`src/rtl/corectrl_pkg.sv`:
```
// Core-control constants: branch funct3 encodings and the 2-bit predictor counter type.
package corectrl;
    localparam logic [2:0] F3_BEQ  = 3'b000;
    localparam logic [2:0] F3_BNE  = 3'b001;
    localparam logic [2:0] F3_BLT  = 3'b100;
    localparam logic [2:0] F3_BGE  = 3'b101;
    localparam logic [2:0] F3_BLTU = 3'b110;
    localparam logic [2:0] F3_BGEU = 3'b111;

    localparam logic [1:0] CNT_MAX = 2'b11;
    localparam logic [1:0] CNT_MIN = 2'b00;

    typedef logic [1:0] bht_cnt_t;
endpackage

```
`src/rtl/eei_pkg.sv`:
```
// Execution-environment basics shared by the core: native data width and its word type.
package eei;
    localparam int unsigned XLEN  = 32;
    localparam int unsigned CNT_W = 32;

    typedef logic [XLEN-1:0]  UIntX;
    typedef logic [CNT_W-1:0] cnt_t;
endpackage

```
`src/rtl/br_cond.sv`:
```
// Combinational branch-condition evaluator: resolves direction and flags unsupported funct3.
module br_cond
    import corectrl::*;
#(
    parameter int unsigned XLEN = eei::XLEN
) (
    input  logic [2:0]      i_funct3,
    input  logic [XLEN-1:0] i_op1,
    input  logic [XLEN-1:0] i_op2,
    output logic            o_take_c,
    output logic            o_illegal_c
);

    always_comb begin
        o_take_c    = 1'b0;
        o_illegal_c = 1'b0;
        case (i_funct3)
            F3_BEQ:  o_take_c = (i_op1 == i_op2);
            F3_BNE:  o_take_c = (i_op1 != i_op2);
            F3_BLT:  o_take_c = ($signed(i_op1) <  $signed(i_op2));
            F3_BGE:  o_take_c = ($signed(i_op1) >= $signed(i_op2));
            F3_BLTU: o_take_c = (i_op1 <  i_op2);
            F3_BGEU: o_take_c = (i_op1 >= i_op2);
            default: o_illegal_c = 1'b1;
        endcase
    end

endmodule

```
`src/rtl/brunit_pipe.sv`:
```
// Single-stage branch resolution unit with a 2-bit bimodal predictor table and event counters.
// Results are registered behind a valid/ready handshake; flush discards the held result.
module brunit_pipe
    import corectrl::*;
#(
    parameter int unsigned XLEN        = eei::XLEN,
    parameter int unsigned BHT_ENTRIES = 64,
    parameter logic [1:0]  INIT_CNT    = 2'b01
) (
    input  logic            clk,
    input  logic            rst,
    input  logic            in_valid,
    output logic            in_ready,
    input  logic [2:0]      in_funct3,
    input  logic [XLEN-1:0] in_op1,
    input  logic [XLEN-1:0] in_op2,
    input  logic [XLEN-1:0] in_pc,
    input  logic [XLEN-1:0] in_imm,
    input  logic            in_pred_take,
    output logic            out_valid,
    input  logic            out_ready,
    output logic            out_take,
    output logic            out_mispredict,
    output logic            out_illegal,
    output logic [XLEN-1:0] out_target,
    input  logic            flush,
    input  logic [XLEN-1:0] pred_pc,
    output logic            pred_take,
    output logic [31:0]     cnt_branches,
    output logic [31:0]     cnt_mispred
);

    localparam int unsigned IDX_W = $clog2(BHT_ENTRIES);
    localparam int unsigned CNT_W = 32;

    logic                   r_valid;
    logic                   r_take;
    logic                   r_mispredict;
    logic                   r_illegal;
    logic [XLEN-1:0]        r_target;
    logic [CNT_W-1:0]       r_cnt_branches;
    logic [CNT_W-1:0]       r_cnt_mispred;
    bht_cnt_t               r_bht [BHT_ENTRIES];

    logic                   w_take;
    logic                   w_illegal;
    logic                   w_accept;
    logic                   w_update;
    logic                   w_mispredict;
    logic [XLEN-1:0]        w_target;
    logic [IDX_W-1:0]       w_update_idx;
    logic [IDX_W-1:0]       w_lookup_idx;
    bht_cnt_t               w_bht_cur;
    bht_cnt_t               w_bht_next;
    logic                   w_unused_pc_bits;

    br_cond #(
        .XLEN (XLEN)
    ) u_br_cond (
        .i_funct3    (in_funct3),
        .i_op1       (in_op1),
        .i_op2       (in_op2),
        .o_take_c    (w_take),
        .o_illegal_c (w_illegal)
    );

    // Handshake: flush blocks acceptance so a same-cycle request is dropped.
    assign in_ready     = (!r_valid || out_ready) && !flush;
    assign w_accept     = in_valid && in_ready;
    assign w_update     = w_accept && !w_illegal;
    assign w_mispredict = !w_illegal && (w_take ^ in_pred_take);
    assign w_target     = w_take ? (in_pc + in_imm) : (in_pc + XLEN'(4));

    // Word-aligned PCs: index skips the two byte-offset bits.
    assign w_update_idx     = in_pc[IDX_W+1:2];
    assign w_lookup_idx     = pred_pc[IDX_W+1:2];
    assign w_unused_pc_bits = ^{pred_pc[XLEN-1:IDX_W+2], pred_pc[1:0]};

    // Lookup reads the stored counter, so a same-cycle update is not visible yet.
    assign pred_take = r_bht[w_lookup_idx][1];

    assign w_bht_cur = r_bht[w_update_idx];

    // Saturating 2-bit counter step.
    always_comb begin
        w_bht_next = w_bht_cur;
        if (w_take) begin
            if (w_bht_cur != CNT_MAX) begin
                w_bht_next = w_bht_cur + 2'd1;
            end
        end else begin
            if (w_bht_cur != CNT_MIN) begin
                w_bht_next = w_bht_cur - 2'd1;
            end
        end
    end

    always_ff @(posedge clk or negedge rst) begin
        if (!rst) begin
            r_valid      <= 1'b0;
            r_take       <= 1'b0;
            r_mispredict <= 1'b0;
            r_illegal    <= 1'b0;
            r_target     <= '0;
        end else if (flush) begin
            r_valid <= 1'b0;
        end else if (w_accept) begin
            r_valid      <= 1'b1;
            r_take       <= w_take;
            r_mispredict <= w_mispredict;
            r_illegal    <= w_illegal;
            r_target     <= w_target;
        end else if (out_ready) begin
            r_valid <= 1'b0;
        end
    end

    always_ff @(posedge clk or negedge rst) begin
        if (!rst) begin
            for (int i = 0; i < int'(BHT_ENTRIES); i++) begin
                r_bht[i] <= INIT_CNT;
            end
        end else if (w_update) begin
            r_bht[w_update_idx] <= w_bht_next;
        end
    end

    // Event counters wrap naturally at 2^32.
    always_ff @(posedge clk or negedge rst) begin
        if (!rst) begin
            r_cnt_branches <= '0;
            r_cnt_mispred  <= '0;
        end else if (w_update) begin
            r_cnt_branches <= r_cnt_branches + CNT_W'(1);
            if (w_mispredict) begin
                r_cnt_mispred <= r_cnt_mispred + CNT_W'(1);
            end
        end
    end

    assign out_valid      = r_valid;
    assign out_take       = r_take;
    assign out_mispredict = r_mispredict;
    assign out_illegal    = r_illegal;
    assign out_target     = r_target;
    assign cnt_branches   = r_cnt_branches;
    assign cnt_mispred    = r_cnt_mispred;

endmodule

```
`config.mk`:
```
export PLATFORM = sky130hd
export DESIGN_NAME = brunit_pipe
export DESIGN_NICKNAME = d
export VERILOG_FILES = /design/src/rtl/corectrl_pkg.sv /design/src/rtl/eei_pkg.sv /design/src/rtl/br_cond.sv /design/src/rtl/brunit_pipe.sv
export SDC_FILE = /design/constraint.sdc
export NUM_CORES = 1
export LEC_CHECK = 0
export BUFFER_PORTS_ARGS = -buffer_cell sky130_fd_sc_hd__buf_4
export CAP_MARGIN = 5
export CELL_PAD_IN_SITES_DETAIL_PLACEMENT = 1
export CELL_PAD_IN_SITES_GLOBAL_PLACEMENT = 1
export CORE_ASPECT_RATIO = 2
export CORE_MARGIN = 1
export CORE_UTILIZATION = 40
export DETAILED_ROUTE_END_ITERATION = 10
export PLACE_DENSITY = 0.74
export REMOVE_ABC_BUFFERS = 1
export SLEW_MARGIN = 10
export SYNTH_ARGS = -nofsm -noshare
export SYNTH_HDL_FRONTEND = slang
export SYNTH_SLANG_ARGS = --single-unit
```
`constraint.sdc`:
```
create_clock -name clk -period 5.2 [get_ports clk]
set_input_delay 1.04 -clock clk [delete_from_list [all_inputs] [get_ports clk]]
set_output_delay 1.04 -clock clk [all_outputs]
set_load 0.005 [all_outputs]
```
# Yosys cells after proc, flatten, opt, wreduce, memory -nomap -nowiden
# Cells that the tools add are included.
# W data, S select, Z words.
# classes
reduce_logical	14
order_cmp	7
n_addsub	6
eq_ne	8
n_mux	18
bitwise	4
# op_table
cell	count
$bwmux W128	1
$add A32 B1 Y32 const B	2
$ge A32 B32 Y1	2
$lt A32 B32 Y1	2
$add A32 B3 Y32 const B	1
$add A32 B32 Y32	1
$eq A32 B32 Y1	1
$mux W32	1
$ne A32 B32 Y1	1
$bmux W2 S6	2
$mux W2	8
$ge A7 B7 Y1 const B	2
$not A6 Y7	2
$demux W2 S6	1
$eq A3 B3 Y1 const B	4
$lt A7 B1 Y1 const B	1
$pmux W1 S6	1
$reduce_or A6 Y1	1
$logic_and A1 B1 Y1	5
$mux W1	4
$reduce_and A2 Y1	2
$eq A3 B1 Y1 const B	1
$logic_not A3 Y1	1
$reduce_bool A3 Y1	1
8 further kinds	9
# word_totals
elab_cells	128
register_bits	228
input_bits	169
out_inout_bits	102

# Logic depth before layout (Yosys ltp)
# depth
ltp_word	8
depth_mapped	14
ltp_nobuf	13

# Cells and area by module
# From an unflattened synthesis, not the netlist that was laid out.
# unflattened
hier_cells	1417
hier_area_um2	14477.6
# by_module_without_submodules
mod	n_inst	area_each_um2	seq_area_each_um2	cells_each
brunit_pipe	1	13548.0	5785.5	1288
br_cond	1	929.6	0.0	129

# Least setup slack after synthesis
# Ideal clock, no wire load.
# synth_path
path_type	input -> output
from	input pred_pc[2]
to	output pred_take
path_stages	5
n_path_buf	2
arrival_time_ns	3.452
required_ns	4.160
slack_ns	0.708
cell_sequence	clkbuf_1 buf_1 mux4_2 mux4_2 mux4_2
# synth_between
elab_chain_cells	4
# synth_lines
element	line	text
from (decl)	brunit_pipe.sv:27	input logic [XLEN-1:0] pred_pc,
$not A6 Y7 (implied by the code)	brunit_pipe.sv:80	assign pred_take = r_bht[w_lookup_idx][1];
$bmux W2 S6	brunit_pipe.sv:80	
$mux W2 (implied by the code) (2 in a row)	brunit_pipe.sv:80	
to (decl)	brunit_pipe.sv:28	output logic pred_take,
# Every way passes these cells. The select of a mux whose other input is x is not followed.

# Worst setup path after layout
# Ends and elaborated chain as after synthesis.

==> flow_summary.toml <==
[floorplan]
num_io_pins = 271
die_area_sq_um = 36190
core_area_sq_um = 34950
start_util = 0.4050
rows = 97
dieWidth_microns = 135.0
fp.dieH_microns = 268.0

[logic_synthesis]
ys_types = 68
synth_area_sq_um = 14160
syn_avg_cell_area_sq_um = 10.17
synth_cells = 1392
ys_async_sr_fraction = 1.000
synth-seq-cells = 228
synth_edf_count = 0
synth.yosys.warnings = 0
synth_ff_type = "dfrtp_1"
seq_area_frac_synth = 0.4087

[routing]
vias = 12138
wl_mm = 47.35
routedWlPerCell_microns = 22.59
drtIter0Drc = 528
antenna_left = 0
drc = 0
dr.pass1.iters = 4
vias_per_cell = 5.791

[timing]
drv_slew = 0
setup_viol = 0
tightest_slew_ps = 1275
fmax_ghz = 0.2373
final_hold_viol_count = 0
fin_setup_tns_ps = 0
slew_headroom = 0.1471
whs_ps = 478.7
rsz0062_at_grt = "false"
fin_skew_ps = 18.29
layout_worst_path_cycle_share = 0.8103
min_period_ps = 4214

[pwr]
powerDensity_nw_per_um2 = 288.4
p_sw_w = 0.001488
pwr-share-seq = 0.415
combPwrFrac = 0.222
pwr-share-clk = 0.363
power.leakage_nw = 8.087
switching_share = 0.2955
irDropWorstVdd_v = 0.0002285
internal_power_w = 0.003547

[final_layout]
area_growth_pct = 23.32
instances_no_fill = 2096
seq_area_sq_um = 5786
layout_common_cells = "buf_4 (273), dfrtp_1 (164), mux2_2 (141)"
final_core_util = 0.4994
fillerInstances = 3914
final_layout_size_suffix_gt1_frac = 0.3388
layout_commonest_cell = "buf_4"
final_nets = 1869
multi_input_area_sq_um = 7919

[grt]
grt_max_degree = 107
antenna_found_initial = 1
grt-ovfl-total = 0
grt_pass1_vias = 13566
track_usage = 0.2641
grt_pass1_wl_mm = 73.54

[worst_hold_path]
whs_path_depth = 1
hold_path_class = "flop to flop"

[clock_tree]
cts_sinks = 228
cts-root-buf = "clkbuf_16"
htree_levels = 1
cts_post_setup_buffers_inserted = 0
clk_pin_slew_ps = 70
cts_tree = "built"
cts_buffers = 23
clk_latency_ps = 550
cts.path.max_buffers = 3
cts_resized = 0
cts_hold_buf = 0

[setup_path]
cp_data_arrival_time_ps = 3170
critPathLaunchType = "input port"
end_kind = "output port"
rr_worst_depth = 9
path_class = "input port to output port"
required_ps = 4160
crit_fanout = 16

[place]
place_inst = 2053
gp_routability_congestion = 0.8796
port_buffers = 244
dp_hpwl_mm = 36.27

[outcome]
status = "completed"

[run]
maxCapViolCount = 0
## Yosys cell counts (all sizes together), types with 7 or more instances
library cell	n	area share
nor2	99	0.026
a211oi	7	0.0037
a31oi	9	0.0040
xnor2	79	0.049
and3	29	0.013
and2	10	0.0044
a21oi	63	0.022
ha	66	0.058
or3	7	0.0031
mux2	142	0.11
buf	19	0.0064
clkbuf	45	0.012
a221oi	10	0.0062
mux4	23	0.037
nor3	27	0.011
dfrtp	164	0.29
nor2b	12	0.0053
nand3	50	0.018
xor2	36	0.023
inv	51	0.014
mux2i	18	0.013
a21o	18	0.0095
o21ai	55	0.019
o21a	10	0.0053
nand2	134	0.036
nand2b	8	0.0035
a22oi	28	0.015
dfstp	64	0.12
nand4	33	0.015
## through the flow
| step | setup WS [ps] | cell area, sq um | total power, W |
|---|---|---|---|
| 2_1_floorplan | -305.1 | 13900 | 0.002632 |
| 3_3_place_gp | 635.4 | 16640 | 0.003190 |
| 3_5_place_dp | 461.5 | 16640 | 0.003241 |
| 4_1_cts | 976.2 | 17450 | 0.005077 |
| 5_1_grt | 752.8 | 17460 | 0.005257 |
| 6_report | 986.5 | 17460 | 0.005035 |
## power groups by stage
stage / combinational [W] / sequential, W / clock (W)
3_3_place_gp: 0.00109 / 0.00210 / 0
5_1_grt: 0.00123 / 0.00211 / 0.00192
3_5_place_dp: 0.00112 / 0.00212 / 0
4_1_cts: 0.00113 / 0.00209 / 0.00186
2_1_floorplan: 0.000544 / 0.00209 / 0
6_report: 0.00112 / 0.00209 / 0.00183
## flip-flops by register name, summed over array words and instances (netlist names)
signal          cells
r_bht             128
out_take            1
out_target         32
cnt_branches       32
out_valid           1
out_illegal         1
out_mispredict      1
cnt_mispred        32
## area by class of cell
class / count / area share
multi-input cells: 1048 / 0.4536
flip-flops and latches: 228 / 0.3314
repair buffers: 280 / 0.1251
clock buffers: 30 / 0.03620
well taps: 445 / 0.03190
inverters: 52 / 0.01118
clock inverters: 12 / 0.01039
diodes: 1 / 0.0001433
## critical path: stages
cell and delay [ps]:
buf_4 320, mux4_2 600, mux4_2 540, mux4_2 490, buf_4 150
## layer usage
layer,part of all wire,vias up,GRT usage,routed length [microns]
li1,-,5506,-,-
met1,0.32,6120,0.2456,15390
met2,0.57,372,0.5315,26920
met3,0.042,140,0.03188,2005
met4,0.064,0,0.1594,3034
met5,0,-,0,0
## worst paths after layout
| path | from | to | slack, ps |
|---|---|---|---|
| hold / removal | cnt_branches[31] | cnt_branches[31] | 480 |
| setup reg to reg | out_valid | cnt_branches[29] | 1810 |
| setup / recovery | pred_pc[2] | pred_take | 990 |
| hold reg to reg | cnt_branches[31] | cnt_branches[31] | 480 |
| min in group asynchronous | rst | cnt_branches[10] | 560 |
| max in group asynchronous | rst | r_bht[36] | 3510 |
## logic make-up after synthesis
| logic type | synth area share |
|---|---|
| AOI/OAI and AO/OA | 0.1189 |
| adders and majority gates | 0.06125 |
| and+or+nand+nor | 0.1451 |
| muxes | 0.1623 |
| buffers and inverters | 0.03208 |
| DFF | 0.4087 |
| xor gates and xnor gates | 0.07168 |
Power figures use the tool's default switching activity.
